File: config.mk
export PLATFORM = sky130hd
export DESIGN_NAME = axi_dma_mc_frontend
export DESIGN_NICKNAME = d
export VERILOG_FILES = /design/src/rtl/axi_dma_mc_frontend.sv
export SDC_FILE = /design/constraint.sdc
export NUM_CORES = 1
export LEC_CHECK = 0
export ABC_CLOCK_PERIOD_IN_PS = 4200
export BUFFER_PORTS_ARGS = -buffer_cell sky130_fd_sc_hd__buf_2
export CORE_ASPECT_RATIO = 1.4
export CORE_MARGIN = 3
export CORE_UTILIZATION = 40
export CTS_BUF_LIST = sky130_fd_sc_hd__clkbuf_4 sky130_fd_sc_hd__clkbuf_8 sky130_fd_sc_hd__clkbuf_16
export CTS_CLUSTER_DIAMETER = 80
export DETAILED_ROUTE_END_ITERATION = 8
export GPL_TIMING_DRIVEN = 1
export PLACE_DENSITY = 0.65
export SLEW_MARGIN = 20
export SYNTH_ARGS = -nofsm -noshare
export SYNTH_HDL_FRONTEND = slang
export SYNTH_SLANG_ARGS = --single-unit
File: constraint.sdc
create_clock -name clk_i -period 4.2 [get_ports clk_i]
set_input_delay 0.42 -clock clk_i [delete_from_list [all_inputs] [get_ports clk_i]]
set_output_delay 0.42 -clock clk_i [all_outputs]
set_load 0.005 [all_outputs]
File: src/rtl/axi_dma_mc_frontend.sv
// Multi-channel request front-end for the 1D DMA backend: per-channel FIFOs, round-robin issue
// through a one-entry output stage, in-order completion routing. Option: AXI_DMA_MC_PRIO_EN.
module axi_dma_mc_frontend #(
  parameter int unsigned  NUM_CHANNELS    = 4,
  parameter int unsigned  REQ_FIFO_DEPTH  = 4,
  parameter int unsigned  MAX_OUTSTANDING = 4,
  parameter int unsigned  TAG_FIFO_DEPTH  = 8,
  parameter type          burst_req_t     = logic [31:0],
  localparam int unsigned CNT_W           = $clog2(MAX_OUTSTANDING + 1),
  localparam int unsigned CH_W            = $clog2(NUM_CHANNELS)
) (
  input  logic                    clk_i,
  input  logic                    rst_i,
  input  burst_req_t              ch_req_i         [NUM_CHANNELS],
  input  logic [NUM_CHANNELS-1:0] ch_valid_i,
`ifdef AXI_DMA_MC_PRIO_EN
  input  logic [NUM_CHANNELS-1:0] ch_prio_i,
`endif
  output logic [NUM_CHANNELS-1:0] ch_ready_o,
  output logic [NUM_CHANNELS-1:0] ch_complete_o,
  output logic [CNT_W-1:0]        ch_outstanding_o [NUM_CHANNELS],
  output logic [NUM_CHANNELS-1:0] ch_idle_o,
  output burst_req_t              be_req_o,
  output logic                    be_valid_o,
  input  logic                    be_ready_i,
  input  logic                    be_complete_i,
  input  logic                    be_idle_i,
  output logic                    idle_o,
  output logic                    err_o
);

  localparam int unsigned RPW = (REQ_FIFO_DEPTH > 1) ? $clog2(REQ_FIFO_DEPTH) : 1;
  localparam int unsigned RCW = $clog2(REQ_FIFO_DEPTH + 1);
  localparam int unsigned TPW = (TAG_FIFO_DEPTH > 1) ? $clog2(TAG_FIFO_DEPTH) : 1;
  localparam int unsigned TCW = $clog2(TAG_FIFO_DEPTH + 1);

  burst_req_t        fifo_mem_q  [NUM_CHANNELS][REQ_FIFO_DEPTH];
  logic [RPW-1:0]    fifo_wptr_q [NUM_CHANNELS];
  logic [RPW-1:0]    fifo_rptr_q [NUM_CHANNELS];
  logic [RCW-1:0]    fifo_cnt_q  [NUM_CHANNELS];
  logic [CH_W-1:0]   tag_mem_q   [TAG_FIFO_DEPTH];
  logic [TPW-1:0]    tag_wptr_q, tag_rptr_q;
  logic [TCW-1:0]    tag_cnt_q;
  logic              stage_valid_q;
  burst_req_t        stage_req_q;
  logic [CH_W-1:0]   stage_ch_q;
  logic [CNT_W-1:0]  cnt_q [NUM_CHANNELS];
  logic [CNT_W-1:0]  cnt_d [NUM_CHANNELS];
  logic [CH_W-1:0]   rr_q;
  logic [NUM_CHANNELS-1:0] complete_q, complete_d;
  logic              err_q;

  logic [NUM_CHANNELS-1:0] fifo_full, fifo_empty, push, pop, staged_for, elig, cand;
  logic              handshake, load, tag_room, win_valid, comp_valid;
  logic [CH_W-1:0]   win_ch, comp_ch;
  int unsigned       arb_idx;

  function automatic logic [RPW-1:0] rptr_inc(input logic [RPW-1:0] p);
    return (p == RPW'(REQ_FIFO_DEPTH - 1)) ? '0 : p + 1'b1;
  endfunction

  function automatic logic [TPW-1:0] tptr_inc(input logic [TPW-1:0] p);
    return (p == TPW'(TAG_FIFO_DEPTH - 1)) ? '0 : p + 1'b1;
  endfunction

  assign handshake  = stage_valid_q && be_ready_i;
  assign comp_valid = be_complete_i && (tag_cnt_q != '0);
  assign comp_ch    = tag_mem_q[tag_rptr_q];
  // The staged entry already owns a tag slot, so it counts against the tag FIFO.
  assign tag_room   = ({1'b0, tag_cnt_q} + {{TCW{1'b0}}, stage_valid_q})
                      < (TCW + 1)'(TAG_FIFO_DEPTH);

  always_comb begin
    for (int c = 0; c < NUM_CHANNELS; c++) begin
      fifo_full[c]  = (fifo_cnt_q[c] == RCW'(REQ_FIFO_DEPTH));
      fifo_empty[c] = (fifo_cnt_q[c] == '0);
      push[c]       = ch_valid_i[c] && !fifo_full[c];
      staged_for[c] = stage_valid_q && (stage_ch_q == CH_W'(c));
      elig[c]       = !fifo_empty[c] && tag_room &&
                      (({1'b0, cnt_q[c]} + {{CNT_W{1'b0}}, staged_for[c]})
                       < (CNT_W + 1)'(MAX_OUTSTANDING));
    end
  end

  always_comb begin
    cand      = elig;
`ifdef AXI_DMA_MC_PRIO_EN
    if (|(elig & ch_prio_i)) cand = elig & ch_prio_i;
`endif
    win_valid = 1'b0;
    win_ch    = '0;
    arb_idx   = 0;
    for (int unsigned i = 0; i < NUM_CHANNELS; i++) begin
      arb_idx = (32'(rr_q) + i) % NUM_CHANNELS;
      if (!win_valid && cand[arb_idx]) begin
        win_valid = 1'b1;
        win_ch    = CH_W'(arb_idx);
      end
    end
  end

  assign load = win_valid && (!stage_valid_q || handshake);

  always_comb begin
    for (int c = 0; c < NUM_CHANNELS; c++) begin
      pop[c]        = load && (win_ch == CH_W'(c));
      complete_d[c] = comp_valid && (comp_ch == CH_W'(c));
      cnt_d[c]      = cnt_q[c];
      if (handshake && staged_for[c]) cnt_d[c] = cnt_d[c] + 1'b1;
      if (complete_d[c])              cnt_d[c] = cnt_d[c] - 1'b1;
    end
  end

  // Payload storage needs no reset; occupancy is tracked by the counters below.
  always_ff @(posedge clk_i) begin
    for (int c = 0; c < NUM_CHANNELS; c++) begin
      if (push[c]) fifo_mem_q[c][fifo_wptr_q[c]] <= ch_req_i[c];
    end
    if (handshake) tag_mem_q[tag_wptr_q] <= stage_ch_q;
  end

  always_ff @(posedge clk_i) begin
    if (rst_i) begin
      for (int c = 0; c < NUM_CHANNELS; c++) begin
        fifo_wptr_q[c] <= '0;
        fifo_rptr_q[c] <= '0;
        fifo_cnt_q[c]  <= '0;
        cnt_q[c]       <= '0;
      end
      tag_wptr_q    <= '0;
      tag_rptr_q    <= '0;
      tag_cnt_q     <= '0;
      stage_valid_q <= 1'b0;
      stage_req_q   <= '0;
      stage_ch_q    <= '0;
      rr_q          <= '0;
      complete_q    <= '0;
      err_q         <= 1'b0;
    end else begin
      for (int c = 0; c < NUM_CHANNELS; c++) begin
        if (push[c]) fifo_wptr_q[c] <= rptr_inc(fifo_wptr_q[c]);
        if (pop[c])  fifo_rptr_q[c] <= rptr_inc(fifo_rptr_q[c]);
        fifo_cnt_q[c] <= fifo_cnt_q[c] + RCW'(push[c]) - RCW'(pop[c]);
        cnt_q[c]      <= cnt_d[c];
      end
      if (handshake)  tag_wptr_q <= tptr_inc(tag_wptr_q);
      if (comp_valid) tag_rptr_q <= tptr_inc(tag_rptr_q);
      tag_cnt_q <= tag_cnt_q + TCW'(handshake) - TCW'(comp_valid);
      if (load) begin
        stage_valid_q <= 1'b1;
        stage_req_q   <= fifo_mem_q[win_ch][fifo_rptr_q[win_ch]];
        stage_ch_q    <= win_ch;
        rr_q          <= (win_ch == CH_W'(NUM_CHANNELS - 1)) ? '0 : win_ch + 1'b1;
      end else if (handshake) begin
        stage_valid_q <= 1'b0;
      end
      complete_q <= complete_d;
      if (be_complete_i && (tag_cnt_q == '0)) err_q <= 1'b1;
    end
  end

  assign ch_ready_o       = ~fifo_full;
  assign ch_complete_o    = complete_q;
  assign ch_outstanding_o = cnt_q;
  assign be_req_o         = stage_req_q;
  assign be_valid_o       = stage_valid_q;
  assign err_o            = err_q;

  always_comb begin
    for (int c = 0; c < NUM_CHANNELS; c++) begin
      ch_idle_o[c] = fifo_empty[c] && (cnt_q[c] == '0) && !staged_for[c];
    end
  end

  assign idle_o = (&ch_idle_o) && !stage_valid_q && be_idle_i;

endmodule

After elaboration in Yosys (flattened, before gate mapping)

Memories as Yosys holds them, arrays and structs flattened. A register that Yosys moved wholly into a read port is not among the register bits.
Index checks and enable logic that the tools add are counted.

Output and inout bits: 59
Register bits: 64
Logic and storage cells: 290
Input bits: 137
Bits in writable memories: 556
Memories kept: 5

Add/subtract/negate cells: 37
Order comparisons: 18
Equal/unequal tests: 23
Mux-type cells: 95
Reduce and logical (&&, ||, !) cells: 81
Bitwise gates (word level): 18

Memories:

| name        | depth | width | rd ports | clocked after memory_dff | write ports | RTL line | text |
|---|---|---|---|---|---|---|---|
| fifo_mem_q  | 4     | 128   | 1        | 0                        | 4           | 37       | `burst_req_t fifo_mem_q [NUM_CHANNELS][REQ_FIFO_DEPTH];` |
| tag_mem_q   | 8     | 2     | 1        | 1                        | 1           | 41       | `logic [CH_W-1:0] tag_mem_q [TAG_FIFO_DEPTH];` |
| fifo_cnt_q  | 4     | 3     | 4        | 0                        | 4           | 40       | `logic [RCW-1:0] fifo_cnt_q [NUM_CHANNELS];` |
| fifo_rptr_q | 4     | 2     | 5        | 0                        | 4           | 39       | `logic [RPW-1:0] fifo_rptr_q [NUM_CHANNELS];` |
| fifo_wptr_q | 4     | 2     | 4        | 0                        | 4           | 38       | `logic [RPW-1:0] fifo_wptr_q [NUM_CHANNELS];` |

Operator list:

| cell                  | number |
|---|---|
| $mux W128             | 4 |
| $demux W32 S2         | 4 |
| $mux W32              | 6 |
| $bmux W32 S2          | 1 |
| $logic_and A1 B1 Y1   | 49 |
| $mux W3               | 16 |
| $mux W2               | 21 |
| $mux W1               | 39 |
| $eq A2 B2 Y1 const B  | 14 |
| $logic_not A3 Y1      | 8 |
| $add A2 B1 Y2 const B | 10 |
| $add A3 B1 Y3 const B | 6 |
| $eq A3 B3 Y1 const B  | 6 |
| $add A3 B1 Y4         | 4 |
| $logic_not A1 Y1      | 16 |
| $lt A4 B3 Y1 const B  | 4 |
| $ge A3 B3 Y1 const B  | 5 |
| $not A2 Y3            | 5 |
| $add A3 B1 Y3         | 4 |
| $lt A2 B3 Y1 const B  | 4 |
| $lt A3 B1 Y1 const B  | 4 |
| $or A1 B1 Y1          | 12 |
| $sub A3 B1 Y3         | 4 |
| $sub A3 B1 Y3 const B | 4 |
| 14 further kinds      | 22 |

Longest topological paths before layout

Gate-level depths: netlist of the first run.

Depth in word-level cells: 23
Depth in mapped cells: 19
Depth with buffers taken out: 16

Worst setup path before layout of the first run

OpenSTA, ideal clock, no wires.

Path kind: reg-to-reg
Start: register tag_cnt_q[1]
End: memory fifo_cnt_q[0][1] (netlist name)
Clock period less this slack: 3.887 ns
Arrival time: 3.761 ns
Setup time: 0.126 ns
Required time: 4.074 ns
Buffers on the path: 4
Stages on the path, launching flop included: 19
Slack: 0.313 ns
Cells stage by stage: dfxtp_1 -> ha_1 -> a21o_1 -> a31oi_2 -> o21ai_1 -> or3_1 -> and3_1 -> buf_6 -> inv_6 -> buf_2 -> buf_2 -> buf_2 -> ha_1 -> nand2_1 -> or2_2 -> nand2_1 -> ha_1 -> fa_1 -> nor2b_1

RTL lines:

| what                   | RTL line | text |
|---|---|---|
| start, declared        | 43       | `logic [TCW-1:0] tag_cnt_q;` |
| start signal, assigned | 148      | `tag_cnt_q <= tag_cnt_q + TCW'(handshake) - TCW'(comp_valid);` |
| end, declared          | 40       |  |

Worst setup path after layout of the first run

Start: register stage_valid_q (netlist: be_valid_o)
End: register stage_req_q (netlist bit be_req_o[18])

Longest elaborated chain between the ends: 21
Elaborated cells on any way between the ends: 54
Those cells by class: add/sub: 5; order compare: 5; mux: 19; bitwise: 1; reduce/logical: 22; memory: 2

RTL lines:

| what                                                 | RTL line | text |
|---|---|---|
| start, declared                                      | 44       | `logic stage_valid_q;` |
| start signal, assigned                               | 133      | `stage_valid_q <= 1'b0;` |
| start signal, assigned                               | 150      | `stage_valid_q <= 1'b1;` |
| start signal, assigned                               | 155      | `stage_valid_q <= 1'b0;` |
| $add A4 B1 Y5 or $logic_and A1 B1 Y1 (tied branches) | 70, 78   |  |
| $lt A5 B4 Y1 or $add A3 B1 Y4 (tied branches)        | 71, 80   |  |
| $logic_and A1 B1 Y1 or $lt A4 B3 Y1 (tied branches)  | 79, 81   |  |
| $logic_and A1 B1 Y1                                  | 79       | `elig[c] = !fifo_empty[c] && tag_room &&` |
| $bmux W1 S2                                          | 95       | `if (!win_valid && cand[arb_idx]) begin` |
| $mux W1 (implied by the code)                        | 95       |  |
| $mux W1                                              | 95       |  |
| $logic_not A1 Y1                                     | 95       |  |
| [4 not listed]                                       | -        |  |
| $mux W1                                              | 95       |  |
| $logic_not A1 Y1                                     | 95       |  |
| $logic_and A1 B1 Y1                                  | 95       |  |
| $mux W2                                              | 95       |  |
| $mem_v2 Z4 W2                                        | -        |  |
| $not A2 Y3 (implied by the code)                     | 151      | `stage_req_q <= fifo_mem_q[win_ch][fifo_rptr_q[win_ch]];` |
| $bmux W32 S2                                         | 151      |  |
| $mux W32 (implied by the code) (2 in series)         | 151      |  |
| end signal, assigned                                 | 151      |  |
| end, declared                                        | 45       | `burst_req_t stage_req_q;` |

Several ways; a longest one is shown, not always the timed one. The select of a mux whose other input is x is not followed.
A chain may end at the register's enable or synchronous reset.

==> results.toml, run 1 <==
[status]
outcome = "finished clean"

[global_route]
grt-busiest-layer = "met2"
grt_pass1_vias = 16700
grt_antenna_before_repair = 16
grt_pass1_wl_um = 99400
grt_max_degree = 193
use_met2_pct = 34.1
grt_overflow = 0
grt.met1_usage_pct = 24.8
use_met3_pct = 3.81
track_usage_pct = 19.6

[logic_synthesis]
ys_seq_elements = 623
synth-async-reset-ratio_pct = 0
yosys-top-cells-area = "edfxtp_1, dfxtp_1, nand2_1, a21oi_1, mux2i_1"
syn_avg_cell_area_um2 = 13.9
synth_seq_area_share_pct = 70.7
synth_ff_type = "edfxtp_1"
yosysTopAreaCellShare_pct = 64.5
synth_edf_count = 544
synth_warnings = 0
synthesis.area_um2 = 25300
yosys.area.top_type = "edfxtp_1"
syn_nets = 2012
ys_types = 54
synthCells = 1819

[timing]
slew_viol_final = 0
finalHoldViolCount = 0
max_slew_margin_pct = 24.8
period_minus_slack_ns = 3.75
finalSetupViolations = 0
hold-worst-slack_ns = 0.0287
fin_worst_skew_ns = 0.0225
fmax_mhz = 267
finalCritPeriodShare_pct = 89.3
finalSetupTns_ns = 0
worstMarginPinSlew_ns = 1.13
rsz0062_at_grt = "no"

[place]
dp_hpwl_um = 39500
portBuffers = 195
place_congestion = 0.805

[floorplan]
rows = 108
core_um2 = 62400
die_h_um = 304
die_w_um = 219
die_area_um2 = 66500
ioPinCount = 196
start_util_pct = 40.6

[final_layout]
area.sequential_um2 = 17900
multi_input_area_um2 = 6850
drive_above_1_share_pct = 18.4
nets = 2267
fillers = 5414
syn2layout_area_growth_pct = 19.4

[routing]
vias = 16300
wl_per_cell_um = 22.4
antenna_left = 0
drt-initial-drc-count = 1533
via_per_inst = 5.50
drtPass1Iterations = 5
drc = 0
wl_um = 66200

[clocking]
cts_resized = 0
numCtsBuffers = 59
clock_latency_ns = 0.63
cts.clk_slew.worst_paths_ns = 0.07
cts.path.max_buffers = 3
cts_tree = "built"
cts-root-buf = "clkbuf_16"
cts_max_level = 2
cts_setup_buffers = 0
cts.sinks = 623

[worst_setup_path]
endpoint_kind = "flop"
path_cells = "nor3b_1 -> a311oi_1 -> o211a_1 -> o311ai_0 -> nand2_1 -> inv_6 -> mux2_2 -> or4_2 -> buf_12 -> a21oi_2 -> a211o_1"
start_kind = "flop"
r2r_start = "be_valid_o$_SDFFE_PP0P_"
slowest_stage = "or4_2"
worstRegToRegCells = 11
crit_required_ns = 4.77
path_depth = 11
cp_slowest_stage_delay_ns = 0.59
worst-path-buf-inv = 2
crit_family = "simple AND/OR/NAND/NOR gates"
arrival_ns = 4.32
critPathLaunch = "be_valid_o$_SDFFE_PP0P_"
crit_type = "reg2reg"
path_max_fanout = 32

[worst_hold_path]
whs_path_depth = 1
hp-class = "in2reg"
min_from = "ch_req_i[118]"

[power]
powerDensity_nw_per_um2 = 857
p_leak_nw = 11.3
vdd_drop_max_v = 0.00106

[run]
drv_cap = 0
==> placed cells by master, fill, tap and decap left out, drive strengths merged, types with 64 or more instances in the layout <==
| cell | instances |
|---|---|
| dfxtp | 79 |
| edfxtp | 544 |
| a221o | 64 |
| buf | 223 |
| clkbuf | 67 |
| dlygate4sd3 | 83 |
| a32oi | 65 |
| mux2i | 75 |
| nand2 | 354 |
| a21oi | 205 |
==> layer usage <==
layer / routed length [µm] / vias up
met4: 1700 / 14
met5: 89 / -
met3: 4750 / 119
met1: 26400 / 8122
li1: - / 7410
met2: 33200 / 599
==> kinds of logic (layout without fill, tap and decap cells) <==
kind of cell	after synthesis	count (layout)	synth area share, %
flops	623	623	70.7
simple gates	496	496	8.50
compound gates	389	389	11.1
buf+inv	149	455	2.51
mux	81	81	3.41
fa+ha+maj	56	56	2.91
xor+xnor	25	25	0.864
other cells	0	9	0
==> synth_stat cells (3+ instances only) <==
cell      number
a221o_1       64
o21ai_0        3
a32oi_1       65
nor3b_1        4
edfxtp_1     544
and4b_1        4
and3_1        21
nand2_1      354
xnor2_1       18
buf_2         31
nor4_1         6
a311oi_1       3
inv_1         35
nand3_1        9
a211oi_1       4
xor2_1         7
mux4_2         4
clkbuf_1      61
mux2i_1       75
buf_6          4
a211o_1       32
ha_1          51
fa_1           5
nor3_1        17
a21oi_1      174
nor4bb_1       8
a21oi_2       31
nor2_1        39
dfxtp_1       79
buf_1         15
nand2b_1      11
nor2b_1       11
nor4b_1        4
==> state kept, by name, summed over array words and instances (netlist names), named ones only <==
name and count:
be_req_o 32, be_valid_o 1, ch_complete_o 4, ch_outstanding_o 12
err_o 1, fifo_cnt_q 12, fifo_mem_q 512, fifo_rptr_q 8
fifo_wptr_q 8, rr_q 2, stage_ch_q 2, tag_cnt_q 4
tag_mem_q 16, tag_rptr_q 3, tag_wptr_q 3
==> repair_timing <==
item	CTS	global route
setup endpoints to repair	0	0
hold buffers	82	1
hold endpoints to repair	308	2
==> power by group <==
group          internal, mW  total [mW]  switching [mW]
Sequential             7.59        7.96           0.369
Combinational          4.48        12.1            7.65
Clock                  3.45        5.85            2.40
Total                  15.5        25.9            10.4
==> path summary, 6_finish.rpt <==
path | slack [ns] | to
setup / recovery | 0.45 | be_req_o[18]$_SDFFE_PP0P_
hold / removal | 0.03 | fifo_mem_q[0][86]$_DFFE_PP_
setup reg to reg | 0.45 | be_req_o[18]$_SDFFE_PP0P_
hold reg to reg | 0.46 | be_req_o[30]$_SDFFE_PP0P_
==> cell type report <==
| type | count | share of cell area (%) |
|---|---|---|
| Antenna cell | 9 | 0.0744 |
| Sequential cell | 623 | 59.2 |
| Multi-Input combinational cell | 1047 | 22.6 |
| Inverter | 37 | 0.500 |
| Timing Repair Buffer | 306 | 7.03 |
| Clock buffer | 67 | 5.17 |
| Tap cell | 825 | 3.41 |
| Clock inverter | 45 | 2.00 |
==> stage by stage <==
stage	cell area (µm²)	util [%]	power, mW	worst slack [ns]	std cells
after CTS	30200	48.4	26.0	0.443	2949
after detailed placement	27200	43.6	20.1	0.476	2755
after global placement	27200	43.6	19.7	0.553	2755
after global routing	30300	48.5	27.6	0.135	2953
final	30300	48.5	25.9	0.448	2959
after floorplan	25300	-	17.0	0.313	1819
Power figures use the tool's default switching activity.
==> inputs of run 2 (changes only) <==
ABC_CLOCK_PERIOD_IN_PS = 4000   (was 4200)
BUFFER_PORTS_ARGS = -buffer_cell sky130_fd_sc_hd__clkbuf_2   (was -buffer_cell sky130_fd_sc_hd__buf_2)
PLACE_DENSITY = 0.63   (was 0.65)
clock period = 4 ns   (was 4.2 ns; I/O delays follow)
==> run 2 against run 1 <==
Effect of this change: clock power up 2%; via count down 1.2%; critical endpoint is now be_req_o[15]$_SDFFE_PP0P_; count of clock-buffer cells in the layout up 6; first-iteration DRC count up 4.0%; cell count down 0.14%; critical path depth up 1; power up 4.5%; die area unchanged; worst setup slack worse by 0.085 ns; global-route usage up 0.082 points.
==> results.toml, run 2 (synthesized netlist as in run 1, its figures left out) <==
[routing]
drt-initial-drc-count = 1595
via_per_inst = 5.44
antenna_left = 0
wl_per_cell_um = 22.6
vias = 16100
drtPass1Iterations = 5
wl_um = 66900
drc = 0

[global_route]
track_usage_pct = 19.7
use_met3_pct = 4.08
use_met2_pct = 33.8
grt_max_degree = 193
grt-busiest-layer = "met2"
grt_pass1_wl_um = 99400
grt_pass1_vias = 16200
grt_overflow = 0
grt.met1_usage_pct = 24.9
grt_antenna_before_repair = 20

[timing]
finalSetupTns_ns = 0
finalSetupViolations = 0
worstMarginPinSlew_ns = 0.967
hold-worst-slack_ns = 0.0247
finalHoldViolCount = 0
slew_viol_final = 0
layout_setup_ws_ns = 0.363
fmax_mhz = 275
finalCritPeriodShare_pct = 90.9
fin_worst_skew_ns = 0.0253
rsz0062_at_grt = "no"
period_minus_slack_ns = 3.64
max_slew_margin_pct = 35.6

[final_layout]
multi_input_area_um2 = 6860
fillers = 5424
nets = 2260
area.sequential_um2 = 17900
syn2layout_area_growth_pct = 18.8
final_cell_mix = "edfxtp_1, nand2_1, clkbuf_2"
stdcell_area_um2 = 30100
largest_reg_flops = 512
final_cells = 2955
final_common_cell = "edfxtp_1"
drive_above_1_share_pct = 18.9
utilization_pct = 48.2

[power]
p_total_mw = 27.1
p_leak_nw = 11.3
vdd_drop_max_v = 0.00136
powerDensity_nw_per_um2 = 901

[floorplan]
rows = 108
die_h_um = 304
die_area_um2 = 66500
ioPinCount = 196
start_util_pct = 40.6
core_um2 = 62400
die_w_um = 219

[clocking]
cts_max_level = 2
cts-root-buf = "clkbuf_16"
cts_setup_buffers = 0
cts.clk_slew.worst_paths_ns = 0.06
cts.path.max_buffers = 3
cts.sinks = 623
numCtsBuffers = 59
cts_tree = "built"
clock_latency_ns = 0.62

[place]
portBuffers = 195
place_ws_ns = 0.302
place_inst = 2764
dp_hpwl_um = 40400
place_congestion = 0.841
placed_area_um2 = 27300

[worst_setup_path]
crit_type = "reg2reg"
crit_required_ns = 4.50
path_max_fanout = 68
arrival_ns = 4.14
endpoint_kind = "flop"
start_kind = "flop"

[run]
drv_cap = 0

[worst_hold_path]
hp-class = "in2reg"

[status]
outcome = "finished clean"
-- run 2: layout make-up --
type / instances / area share (%)
Antenna cell: 12 / 0.0997
Clock buffer: 73 / 5.35
Clock inverter: 39 / 1.56
Inverter: 37 / 0.503
Multi-Input combinational cell: 1047 / 22.8
Sequential cell: 623 / 59.5
Tap cell: 825 / 3.43
Timing Repair Buffer: 299 / 6.77
-- run 2: power breakdown --
group	internal [mW]	leakage, nW	switching (mW)
combinational	4.76	4.64	8.07
clock	3.52	1.04	2.42
sequential	7.97	5.66	0.391
total	16.2	11.3	10.9
-- run 2: critical path, stage by stage, from the launching register on --
cell,delay (ns)
dfxtp_1,0.36
ha_1,0.22
a21o_1,0.21
a31oi_4,0.28
o21ai_1,0.18
or3_1,0.39
and3_4,0.26
inv_8,0.10
buf_4,0.64
mux2i_1,0.32
a221o_1,0.20
a21oi_2,0.06
a211o_1,0.23
-- run 2: repair_timing --
item / in CTS / in global routing
hold endpoints to repair: 233 / 0
hold buffers: 67 / 0
resized for setup: 0 / 3
endpoints found under the setup margin: 0 / 1
-- run 2: final timing paths --
kind	endpoint	from	depth (start not counted)	slack (ns)
worst max-delay path	be_req_o[15]$_SDFFE_PP0P_	tag_cnt_q[3]$_SDFF_PP0_	12	0.36
worst min-delay path	fifo_mem_q[0][51]$_DFFE_PP_	ch_req_i[115]	1	0.02
worst max register to register	be_req_o[15]$_SDFFE_PP0P_	tag_cnt_q[3]$_SDFF_PP0_	12	0.36
worst min register to register	be_req_o[9]$_SDFFE_PP0P_	be_req_o[9]$_SDFFE_PP0P_	1	0.47
-- run 2: routing by layer --
layer  vias to the layer above  share of wire [%]
met4                        14                2.9
met5                         -               0.14
met2                       550                 50
met3                       135                6.6
li1                       7378                  -
met1                      7992                 40
==> inputs of run 3 (changes only) <==
RECOVER_POWER = 50   (was default)
==> run 3 against run 2 <==
Effect of this change: via count increased by 0.50%; die area unchanged; worst setup slack got worse by 0.023 ns; core utilization decreased by 0.34 points; cell count unchanged; power decreased by 0.16%; critical endpoint is now be_req_o[10]$_SDFFE_PP0P_; largest cell class unchanged.
==> results.toml, run 3 (synthesized netlist as in run 1, its figures left out) <==
[timing]
rsz0062_at_grt = "no"
finalSetupTns_ns = 0
max_slew_margin_pct = 34.3
fin_worst_skew_ns = 0.0274
finalCritPeriodShare_pct = 91.5
period_minus_slack_ns = 3.66
finalHoldViolCount = 0
finalSetupViolations = 0
worstMarginPinSlew_ns = 0.986
slew_viol_final = 0
fmax_mhz = 273
layout_setup_ws_ns = 0.340

[final_layout]
syn2layout_area_growth_pct = 18.0
final_cells = 2955
largest_reg_flops = 512
drive_above_1_share_pct = 11.1
nets = 2260
final_common_cell = "edfxtp_1"
fillers = 5504
final_cell_mix = "edfxtp_1, nand2_1, a21oi_1"
utilization_pct = 47.9

[floorplan]
rows = 108
ioPinCount = 196
die_w_um = 219
start_util_pct = 40.6
die_h_um = 304
die_area_um2 = 66500
core_um2 = 62400

[routing]
via_per_inst = 5.46
drc = 0
antenna_left = 0
wl_um = 67000
vias = 16100
drt-initial-drc-count = 1620
wl_per_cell_um = 22.7
drtPass1Iterations = 6

[clocking]
cts_setup_buffers = 0
cts-root-buf = "clkbuf_16"
numCtsBuffers = 59
cts_max_level = 2
cts.sinks = 623
cts_tree = "built"
cts.clk_slew.worst_paths_ns = 0.06
clock_latency_ns = 0.62
cts.path.max_buffers = 3

[worst_setup_path]
crit_required_ns = 4.51
r2r_start = "stage_ch_q[0]$_SDFFE_PP0P_"
worstRegToRegCells = 12
arrival_ns = 4.17
start_kind = "flop"
crit_type = "reg2reg"
rr_endpoint = "be_req_o[10]$_SDFFE_PP0P_"
ff2ff_setup_slack_ns = 0.34
path_max_fanout = 68
endpoint_kind = "flop"

[global_route]
grt-busiest-layer = "met2"
grt_max_degree = 193
grt_overflow = 0
grt.met1_usage_pct = 24.9
use_met3_pct = 4.08
grt_pass1_wl_um = 99400
grt_antenna_before_repair = 20
use_met2_pct = 33.8
track_usage_pct = 19.7
grt_pass1_vias = 16200

[run]
drv_cap = 0

[place]
place_congestion = 0.841
place_inst = 2764
dp_hpwl_um = 40400
place_ws_ns = 0.302
portBuffers = 195

[power]
p_leak_nw = 10.8
powerDensity_nw_per_um2 = 906
vdd_drop_max_v = 0.00138

[worst_hold_path]
min_from = "be_complete_i"
hp-class = "in2reg"
whs_path_depth = 3
hold-path-endpoint = "err_o$_SDFFE_PP0P_"

[status]
outcome = "finished clean"
## run 3: worst max path at each step
stage / start / to / slack (ns) / cells past startpoint
2_1_floorplan: tag_cnt_q[1]$_SDFF_PP0_ / fifo_cnt_q[0][1]$_SDFF_PP0_ / 0.11 / 18
3_3_place_gp: tag_cnt_q[1]$_SDFF_PP0_ / fifo_cnt_q[3][2]$_SDFF_PP0_ / 0.42 / 16
3_5_place_dp: tag_cnt_q[1]$_SDFF_PP0_ / fifo_cnt_q[3][2]$_SDFF_PP0_ / 0.30 / 16
4_1_cts: tag_cnt_q[1]$_SDFF_PP0_ / fifo_cnt_q[3][2]$_SDFF_PP0_ / 0.26 / 16
5_1_grt: stage_ch_q[0]$_SDFFE_PP0P_ / fifo_cnt_q[3][2]$_SDFF_PP0_ / 0.06 / 16
6_report: stage_ch_q[0]$_SDFFE_PP0P_ / be_req_o[10]$_SDFFE_PP0P_ / 0.34 / 12
## run 3: through the flow
stage / power [mW] / instance area [µm²] / hold slack [ns]
final: 27.1 / 29900 / 0.0449
after global routing: 28.8 / 29900 / 0.0635
after CTS: 27.2 / 30100 / 0.0000249
after detailed placement: 21.2 / 27300 / 0.453
after global placement: 20.9 / 27300 / 0.448
after floorplan: 17.9 / 25300 / 0.455
## run 3: cell type report
| cell class | instances | area (µm²) | area share (%) |
|---|---|---|---|
| well taps | 825 | 1030 | 3.45 |
| inverters | 37 | 151 | 0.506 |
| repair buffers | 299 | 1830 | 6.11 |
| multi-input cells | 1047 | 6860 | 22.9 |
| flip-flops and latches | 623 | 17900 | 59.9 |
| diodes | 12 | 30.0 | 0.100 |
| clock inverters | 39 | 470 | 1.57 |
| clock buffers | 73 | 1610 | 5.39 |
## run 3: worst max-delay path: stages, from the launching register on
cell      delay (ns)
dfxtp_1         0.36
clkbuf_1        0.38
and3b_1         0.29
a311oi_1        0.13
o21a_1          0.16
or3_1           0.32
and3_4          0.26
inv_8           0.10
buf_4           0.66
mux2i_1         0.32
a221o_1         0.17
a21oi_1         0.08
a211o_1         0.28
## run 3: power by group
| group | internal (mW) | total [mW] | switching [mW] |
|---|---|---|---|
| sequential | 7.98 | 8.37 | 0.389 |
| clock | 3.52 | 5.93 | 2.42 |
| combinational | 4.71 | 12.8 | 8.07 |
| total | 16.2 | 27.1 | 10.9 |
## run 3: routing by layer
metal	share of wire (%)	vias up	wire length (µm)
li1	-	7379	-
met1	40	8070	26900
met2	50	553	33600
met3	6.6	133	4460
met4	2.8	14	1900
met5	0.13	-	90
## run 3: timing repair
| action | 4_1_cts | 5_1_grt |
|---|---|---|
| endpoints found under the setup margin | 0 | 1 |
| hold buffers | 67 | 0 |
| endpoints found under the hold margin | 233 | 0 |
| resized for setup | 0 | 3 |
